**config.mk**
```make
export PLATFORM = sky130hd
export DESIGN_NAME = ring_decoder
export DESIGN_NICKNAME = d
export VERILOG_FILES = /design/src/rtl/ring_decoder.sv
export SDC_FILE = /design/constraint.sdc
export NUM_CORES = 1
export LEC_CHECK = 0
export CAP_MARGIN = 20
export CORE_UTILIZATION = 46
export CTS_CLUSTER_SIZE = 25
export DETAILED_ROUTE_END_ITERATION = 7
export GPL_TIMING_DRIVEN = 0
export MAX_ROUTING_LAYER = met4
export PLACE_DENSITY = 0.77
export SLEW_MARGIN = 20
export SYNTH_ARGS = -nofsm -noshare
export SYNTH_HDL_FRONTEND = slang
export SYNTH_SLANG_ARGS = --single-unit
```
**constraint.sdc**
```tcl
create_clock -name clk -period 2 [get_ports clk]
set_clock_uncertainty 0.15 [all_clocks]
set_input_delay 0.5 -clock clk [delete_from_list [all_inputs] [get_ports clk]]
set_output_delay 0.5 -clock clk [all_outputs]
set_load 0.02 [all_outputs]
```
**src/rtl/ring_decoder.sv**
```systemverilog
// Ring-counter bus monitor: decodes the hot bit to a binary index, flags
// illegal codes and out-of-order steps, and counts completed revolutions.
module ring_decoder #(
  parameter int N     = 3,
  parameter int IDX_W = $clog2(N),
  parameter int CNT_W = 8
) (
  input  logic             clk,
  input  logic             rst_n,
  input  logic [N-1:0]     ring_in,
  input  logic             en,
  input  logic             clr_err,
  output logic [IDX_W-1:0] idx,
  output logic             valid,
  output logic             onehot_err,
  output logic             seq_err,
  output logic             rev_pulse,
  output logic [CNT_W-1:0] rev_count
);

  typedef enum logic {SYNC, TRACK} state_t;

  state_t           state;
  logic [N-1:0]     prev;
  logic             legal;
  logic [N-1:0]     succ;
  logic [IDX_W-1:0] enc;

  always_comb begin
    legal = (ring_in != '0) && ((ring_in & (ring_in - N'(1))) == '0);
    succ  = {prev[N-2:0], prev[N-1]};
    enc   = '0;
    for (int unsigned i = 0; i < N; i++)
      if (ring_in[i]) enc = IDX_W'(i);
  end

  always_ff @(posedge clk or negedge rst_n) begin
    if (!rst_n) begin
      state      <= SYNC;
      prev       <= '0;
      idx        <= '0;
      valid      <= 1'b0;
      onehot_err <= 1'b0;
      seq_err    <= 1'b0;
      rev_pulse  <= 1'b0;
      rev_count  <= '0;
    end else begin
      rev_pulse <= 1'b0;
      // Clear first so that a detection later in this block overrides it.
      if (clr_err) begin
        onehot_err <= 1'b0;
        seq_err    <= 1'b0;
      end
      if (en) begin
        unique case (state)
          SYNC: begin
            if (legal) begin
              prev  <= ring_in;
              idx   <= enc;
              valid <= 1'b1;
              state <= TRACK;
            end else begin
              onehot_err <= 1'b1;
              valid      <= 1'b0;
            end
          end
          TRACK: begin
            if (!legal) begin
              onehot_err <= 1'b1;
              valid      <= 1'b0;
              state      <= SYNC;
            end else if (ring_in == prev) begin
              valid <= 1'b1;
            end else if (ring_in == succ) begin
              prev  <= ring_in;
              idx   <= enc;
              valid <= 1'b1;
              if (prev[N-1] && ring_in[0]) begin
                rev_pulse <= 1'b1;
                rev_count <= rev_count + CNT_W'(1);
              end
            end else begin
              seq_err <= 1'b1;
              valid   <= 1'b0;
              state   <= SYNC;
            end
          end
          default: state <= SYNC;
        endcase
      end
    end
  end

endmodule

```
## After elaboration in Yosys (flattened, before gate mapping)

Index checks and enable logic that the tools add are counted.

| storage, ports and cells | value |
|---|---|
| word-level logic and storage cells | 56 |
| bits in registers | 17 |
| RAM bits | 0 |
| bits in latches | 0 |
| memories | 0 |
| output and inout bits | 14 |
| ROM bits | 0 |
| input port bits | 7 |

| cells by class | value |
|---|---|
| div/mod/pow operators | 0 |
| bitwise logic cells | 3 |
| $lt $le $gt $ge | 0 |
| add/sub/neg operators | 2 |
| reduce and logical (&&, ||, !) cells | 6 |
| shift operators | 0 |
| multiply operators | 0 |
| eq/ne operators | 6 |
| muxes and demuxes | 32 |

Operator list:

| operator | count |
|---|---|
| $mux W1 | 20 |
| $mux W3 | 4 |
| $mux W2 | 5 |
| $add A8 B1 Y8 const B | 1 |
| $eq A3 B3 Y1 | 2 |
| $pmux W3 S2 | 1 |
| $reduce_and A6 Y1 | 1 |
| $reduce_and A5 Y1 | 1 |
| $ne A2 B1 Y1 const B | 2 |
| $ne A2 B2 Y1 const B | 2 |
| $pmux W2 S2 | 1 |
| $and A3 B3 Y3 | 1 |
| $logic_not A3 Y1 | 1 |
| $reduce_bool A3 Y1 | 1 |
| $sub A3 B1 Y3 const B | 1 |
| $logic_and A1 B1 Y1 | 2 |
| $not A1 Y1 | 2 |
| $pmux W1 S2 | 1 |

## Depth between registers and ports, before layout

Gate-level depths: netlist of run 1.

| depth | value |
|---|---|
| depth in word-level cells | 7 |
| gate-level depth with buffers | 6 |
| gate-level depth less buffers | 5 |

## Least setup slack after synthesis of run 1

OpenSTA, ideal clock, no wires.

| timing | value |
|---|---|
| path kind | input-to-reg |
| start point | in ring_in[0] |
| end point | reg rev_count[1] |
| data required time | 1725 ps |
| library setup time | 125 ps |
| buffers on the path | 0 |
| slack | 31 ps |
| arrival time | 1694 ps |
| stages | 4 |
| cells stage by stage | ha_1 -> nand4b_1 -> nor3_4 -> mux2_2 |

| on the way | value |
|---|---|
| longest elaborated chain between the ends | 5 |
| elaborated cells between the ends (all ways) | 10 |
| classes of those cells | add/sub: 1; eq/ne: 2; bitwise: 2; reduce/logical: 5 |

RTL lines:

| item | line | source |
|---|---|---|
| start, declared | 10 | `input logic [N-1:0] ring_in,` |
| $sub A3 B1 Y3 | 30 | `legal = (ring_in != '0) && ((ring_in & (ring_in - N'(1))) == '0);` |
| $and A3 B3 Y3 | 30 |  |
| $logic_not A3 Y1 | 30 |  |
| $logic_and A1 B1 Y1 | 30 |  |
| $reduce_and A6 Y1 (no line) (*) | -- |  |
| end signal, assigned | 80 | `rev_count <= rev_count + CNT_W'(1);` |
| end, declared | 18 | `output logic [CNT_W-1:0] rev_count` |

Every way passes the cells marked *; elsewhere a longest branch is shown, timed or not.
A chain may end at the register's enable or synchronous reset.

==> results of run 1 <==
[where the power goes]
group,leakage [nW],switching [W],internal (W),total (W)
clock,0.0138,0.0000924,0.0000698,0.000162
sequential,0.211,0.0000589,0.000378,0.000437
combinational,0.309,0.000169,0.000164,0.000334
[worst min-delay path by stage]
| stage | start | to | slack (ns) | depth (start not counted) |
|---|---|---|---|---|
| final | rev_count[7] | rev_count[7] | 0.33 | 1 |
| after global routing | rev_count[7] | rev_count[7] | 0.35 | 1 |
| after CTS | rev_count[7] | rev_count[7] | 0.34 | 1 |
| after detailed placement | rev_count[7] | rev_count[7] | 0.32 | 1 |
| after global placement | rev_count[7] | rev_count[7] | 0.31 | 1 |
| after floorplan | rst_n | idx[0] | 0.05 | 0 |
[metrics by stage]
| stage | cells | utilization (%) | power [W] |
|---|---|---|---|
| 3_5_place_dp | 100 | 64.3 | 0.000776 |
| 6_report | 106 | 69.6 | 0.000933 |
| 5_1_grt | 106 | 69.6 | 0.000996 |
| 2_1_floorplan | 65 | - | 0.000648 |
| 4_1_cts | 106 | 67.5 | 0.000929 |
| 3_3_place_gp | 100 | 64.3 | 0.000764 |
[cells in the final DEF, fill, tap and decap left out, drive strengths merged]
cell type	instances
and3	2
buf	5
clkbuf	3
clkdlybuf4s15	2
clkdlybuf4s50	11
dfrtp	16
dlygate4sd2	3
dlymetal6s2s	3
ha	2
inv	3
mux2	5
nand2	3
nand4	5
nand4b	1
nor2	3
nor3	1
nor4	1
o211ai	1
o21ai	4
o22ai	1
o31ai	1
o32ai	1
xnor2	8
xor2	5
[repair_timing]
item | CTS | global route
setup endpoints to repair | 16 | 8
buffers inserted | 3 | 0
pin swaps | 2 | 2
gates resized for setup | 8 | 8
gates cloned | 0 | 0
[worst reg2reg max path: stages, from the launching register on]
cell and delay (ns):
dfrtp_1 0.45, ha_4 0.24, nand4b_1 0.22, nor3_4 0.21, buf_6 0.14, nand4_1 0.10, xnor2_1 0.19
[registers in the layout, indices dropped and copies added (netlist names)]
signal      count
idx             2
onehot_err      1
prev            2
rev_count       8
rev_pulse       1
seq_err         1
state           1
[cell type report]
| type | instances | area [µm²] | area share (%) |
|---|---|---|---|
| inverters | 3 | 11.3 | 1.05 |
| well taps | 16 | 20.0 | 1.87 |
| multi-input cells | 44 | 380 | 35.5 |
| plain buffers | 2 | 12.5 | 1.17 |
| repair buffers | 22 | 225 | 21.0 |
| flip-flops and latches | 16 | 400 | 37.3 |
| clock buffers | 3 | 22.5 | 2.10 |
[cell families (layout without fill, tap and decap cells)]
family | Yosys count | in the layout | share of synthesized area (%)
fa+ha+maj | 2 | 2 | 3.20
simple gates | 16 | 16 | 12.5
flops | 16 | 16 | 51.3
compound gates | 8 | 8 | 8.17
mux | 5 | 5 | 7.21
buf+inv | 5 | 30 | 3.04
xor+xnor | 13 | 13 | 14.6
[per-layer routing]
layer / GRT usage, % / up-vias / share of wire, %
met3: 6.38 / 0 / 4.5
li1: - / 284 / -
met5: - / - / 0
met1: 24.8 / 290 / 45
met4: 7.27 / 0 / 0
met2: 26.6 / 18 / 50
==> impl_metrics.env, run 1 <==
export IMPL_gp_congestion=0.753
export IMPL_grt_max_degree=17
export IMPL_synth_warnings=0
export IMPL_insertion_delay_ns=0.28
export IMPL_hold_class="flip-flop to flip-flop"
export IMPL_area_delta_synth_final_pct=37.3
export IMPL_r2r_start="idx[1]"
export IMPL_synth_edf_count=0
export IMPL_layout_drive_gt1_share_pct=23.3
export IMPL_die_x_um=43.2
export IMPL_startpoint="state"
export IMPL_worstMarginPinSlew_ns=0.667
export IMPL_first_pass_iters=4
export IMPL_synth_most_common_cell="dfrtp_1"
export IMPL_drt_vias_per_instance=5.58
export IMPL_synthArstFlopShare_pct=100
export IMPL_crit_slowest_cell="clkdlybuf4s50_1"
export IMPL_worstPathRequired_ns=1.35
export IMPL_end_kind="output pin"
export IMPL_num_io_pins=21
export IMPL_grt_ovfl_total=0
export IMPL_synth_top_cell_by_area="dfrtp_1"
export IMPL_cp_max_fo=3
export IMPL_numCtsBuffers=3
export IMPL_fin_crit_sh_pct=97.1
export IMPL_cts_hold_buf=0
export IMPL_crit_family="buffers and inverters"
export IMPL_ys_types=22
export IMPL_dp_hpwl_um=1030
export IMPL_drc=0
export IMPL_seq_area_frac_synth_pct=51.3
export IMPL_cts_tree="yes"
export IMPL_die_h_um=43.2
export IMPL_placed_cell_area_um2=991
export IMPL_whs_ns=0.334
export IMPL_clk_pin_slew_worst_paths_ns=0.09
export IMPL_clock_fmax_mhz=515
export IMPL_grt_first_pass_wirelength_um=2460
export IMPL_r2r_end="rev_count[5]"
export IMPL_arrival_ns=1.29
export IMPL_critPathBufInv=1
export IMPL_worstRegToRegCells=6
export IMPL_coreArea_um2=1540
export IMPL_fin_ws_ns=0.0579
export IMPL_die_area_um2=1870
export IMPL_cts_root_buf="clkbuf_4"
export IMPL_power_density_nw_per_um2=870
export IMPL_grt_pass1_vias=550
export IMPL_final_setup_tns_ns=0
export IMPL_grt_usage_pct=18.8
export IMPL_outcome="finished, final reports clean"
export IMPL_irDropWorstVdd_mv=0.551
export IMPL_path_depth=1
export IMPL_finalWirelength_um=1420
export IMPL_vias=592
export IMPL_syn_inst=65
export IMPL_maxSlewViolCount=0
export IMPL_slew_limit_headroom_pct=55.4
export IMPL_ant_nets=0
export IMPL_synth_top_area_share_pct=51.3
export IMPL_rows=14
export IMPL_yosys_top_cells_area="dfrtp_1 51%, xnor2_1 9.0%, mux2_2 7.2%"
export IMPL_ys_flop_type="dfrtp_1"
export IMPL_ys_top_cells_by_count="16 x dfrtp_1, 8 x xnor2_1, 5 x mux2_2, 5 x nand4_1, 5 x xor2_1"
export IMPL_ff2ff_setup_slack_ns=0.21
export IMPL_cp_endpoint="valid"
export IMPL_fill_cells=121
export IMPL_startpoint_type="flip-flop"
export IMPL_diodes=0
export IMPL_drt_iter0_markers=8
export IMPL_start_util_pct=50.6
export IMPL_clock_sinks=16
export IMPL_dp_slack_ns=-0.690
export IMPL_syn_area_per_cell_um2=12.0
export IMPL_clockBufferDepth=2
export IMPL_finalHoldViolations=0
export IMPL_finalCriticalPeriod_ns=1.94
export IMPL_setup_viol=0
export IMPL_post_drt_wl_per_cell_um=13.3
export IMPL_crit_type="flip-flop to output pin"
export IMPL_fin_area_um2=1070
export IMPL_p_leak_nw=0.534
export IMPL_nets=101
export IMPL_h_tree_depth=1
export IMPL_numPortBuffers=19
export IMPL_slowest_delay_ns=0.62
export IMPL_rsz0062_at_grt="yes"
export IMPL_syn_area_um2=781
export IMPL_cp_cell_sequence="clkdlybuf4s50_1"
export IMPL_synth_seq_cells=16
export IMPL_maxCapViolCount=0
export IMPL_synth_fp_nets=74
export IMPL_antenna_found_initial=0
No activity file was read; power rests on OpenSTA's default activity.
==> run 2, diff against run 1 <==
- CORE_UTILIZATION: 46 -> 49
- PLACE_DENSITY: 0.77 -> 0.81
- clock period: 2 -> 2.52 ns (I/O delays scaled with it)
==> run 2 against run 1 <==
Core utilization down 0.99 points; flip-flop and latch count is the same; critical path type is now input pin to flip-flop; register-to-register slack better by 0.41 ns; combinational power down 20%; via count shrank 5.7%; sequential power is 21% lower; total power down 21%; first-iteration DRC count is 38% lower; highest routed layer is now met4; design area shrank 4.8%; die area fell by 5.9%; critical path depth is 4 higher.
==> impl_metrics.env, run 2 (synthesis gave the netlist of run 1 again) <==
export IMPL_outcome="finished, final reports clean"
export IMPL_power_switching_w=0.000247
export IMPL_nets=99
export IMPL_area_delta_synth_final_pct=30.8
export IMPL_dp_cells=100
export IMPL_finalWirelength_um=1260
export IMPL_finalCriticalPeriod_ns=2.40
export IMPL_startpoint_type="input pin"
export IMPL_finalHoldViolations=0
export IMPL_ant_nets=0
export IMPL_cp_max_fo=8
export IMPL_p_leak_nw=0.451
export IMPL_fin_crit_sh_pct=95.4
export IMPL_maxCapViolCount=0
export IMPL_final_cells=104
export IMPL_numCtsBuffers=3
export IMPL_clock_fmax_mhz=416
export IMPL_fill_cells=117
export IMPL_internal_power_w=0.000489
export IMPL_grt_max_degree=17
export IMPL_seqPwrFrac_pct=47.0
export IMPL_rows=14
export IMPL_mostFrequentLayoutCell="clkdlybuf4s50_1"
export IMPL_swShare_pct=33.5
export IMPL_setup_viol=0
export IMPL_reg_top3="rev_count: 8 flops, idx: 2 flops, prev: 2 flops"
export IMPL_clock_sinks=16
export IMPL_numPortBuffers=19
export IMPL_first_pass_iters=2
export IMPL_maxSlewViolCount=0
export IMPL_dr_wl_met2_um=616
export IMPL_cts_root_buf="clkbuf_4"
export IMPL_top_layer_used="met4"
export IMPL_grt_usage_pct=18.1
export IMPL_post_drt_wl_per_cell_um=12.1
export IMPL_grt_ovfl_total=0
export IMPL_die_h_um=41.9
export IMPL_p_clk_share_pct=16.8
export IMPL_drt_iter0_markers=5
export IMPL_comb_power_share_pct=36.2
export IMPL_crit_type="input pin to flip-flop"
export IMPL_diodes=0
export IMPL_drt_vias_per_instance=5.37
export IMPL_power_density_nw_per_um2=721
export IMPL_whs_ns=0.321
export IMPL_register_area_um2=400
export IMPL_cts_tree="yes"
export IMPL_drc=0
export IMPL_worstPathRequired_ns=2.54
export IMPL_gp_congestion=0.767
export IMPL_vias=558
export IMPL_antenna_found_initial=0
export IMPL_irDropWorstVdd_mv=0.658
export IMPL_grt_first_pass_wirelength_um=2250
export IMPL_largest_register="rev_count"
export IMPL_h_tree_depth=1
export IMPL_wl_met1_um=565
export IMPL_hold_class="flip-flop to flip-flop"
export IMPL_slew_limit_headroom_pct=56.6
export IMPL_arrival_ns=2.43
export IMPL_end_kind="flip-flop"
export IMPL_rsz0062_at_grt="no"
export IMPL_coreArea_um2=1490
export IMPL_clk_pin_slew_worst_paths_ns=0.07
export IMPL_start_util_pct=52.4
export IMPL_grt_pass1_vias=514
export IMPL_num_io_pins=21
export IMPL_insertion_delay_ns=0.28
export IMPL_layout_drive_gt1_share_pct=17.0
export IMPL_clockBufferDepth=2
export IMPL_worstMarginPinSlew_ns=0.649
export IMPL_wl_met3_um=63
export IMPL_die_x_um=41.9
export IMPL_cts_hold_buf=0
export IMPL_largest_reg_flops=8
export IMPL_die_area_um2=1760
export IMPL_final_cell_mix="19 x clkdlybuf4s50_1, 16 x dfrtp_1, 8 x xnor2_1"
export IMPL_multiInputGateArea_um2=357
==> run 2: layer usage <==
| metal | up-vias | track usage (%) |
|---|---|---|
| met2 | 11 | 26.9 |
| met4 | 0 | 5.81 |
| met5 | - | - |
| met1 | 270 | 22.0 |
| li1 | 275 | - |
| met3 | 2 | 8.26 |
==> run 2: critical path: stages <==
cell and delay [ns]:
clkdlybuf4s50_1 0.52, ha_1 0.36, nand4b_1 0.24, nor3_4 0.30, mux2_2 0.37
==> run 2: final timing paths <==
kind,start,end,cells after the start,slack (ns)
max,ring_in[0],rev_count[1],5,0.12
min,rev_count[7],rev_count[7],1,0.32
max reg2reg,idx[1],rev_count[1],4,0.62
min reg2reg,rev_count[7],rev_count[7],1,0.32
max in group asynchronous,rst_n,idx[1],1,1.21
min in group asynchronous,rst_n,rev_count[5],1,0.59
==> run 2: per-stage QoR <==
| stage | setup TNS (ns) | setup WS (ns) | instance area, µm² | total power, W | util (%) |
|---|---|---|---|---|---|
| global route | 0 | 0.0244 | 1020 | 0.000780 | 68.6 |
| floorplan | 0 | 0.421 | 781 | 0.000515 | - |
| finish | 0 | 0.116 | 1020 | 0.000736 | 68.6 |
| global placement | -1.28 | -0.244 | 991 | 0.000606 | 66.6 |
| CTS | 0 | 0.00211 | 1010 | 0.000744 | 68.1 |
| detailed placement | -1.66 | -0.296 | 991 | 0.000618 | 66.6 |
==> run 2: timing repair <==
item | in CTS | in global routing
buffers inserted | 0 | 1
endpoints found under the setup margin | 0 | 7
resized for setup | 0 | 0
==> run 2: layout make-up <==
type                            count  share of cell area (%)
Multi-Input combinational cell     44                    34.9
Sequential cell                    16                    39.2
Buffer                              2                    1.23
Clock buffer                        3                    2.21
Tap cell                           16                    1.96
Inverter                            3                    1.10
Timing Repair Buffer               20                    19.4
==> run 2: power groups by stage <==
| stage | clock network [W] | logic, W | registers (W) |
|---|---|---|---|
| finish | 0.000124 | 0.000266 | 0.000346 |
| CTS | 0.000131 | 0.000268 | 0.000346 |
| detailed placement | 0 | 0.000267 | 0.000351 |
| floorplan | 0 | 0.000144 | 0.000371 |
| global route | 0.000141 | 0.000285 | 0.000354 |
| global placement | 0 | 0.000258 | 0.000348 |
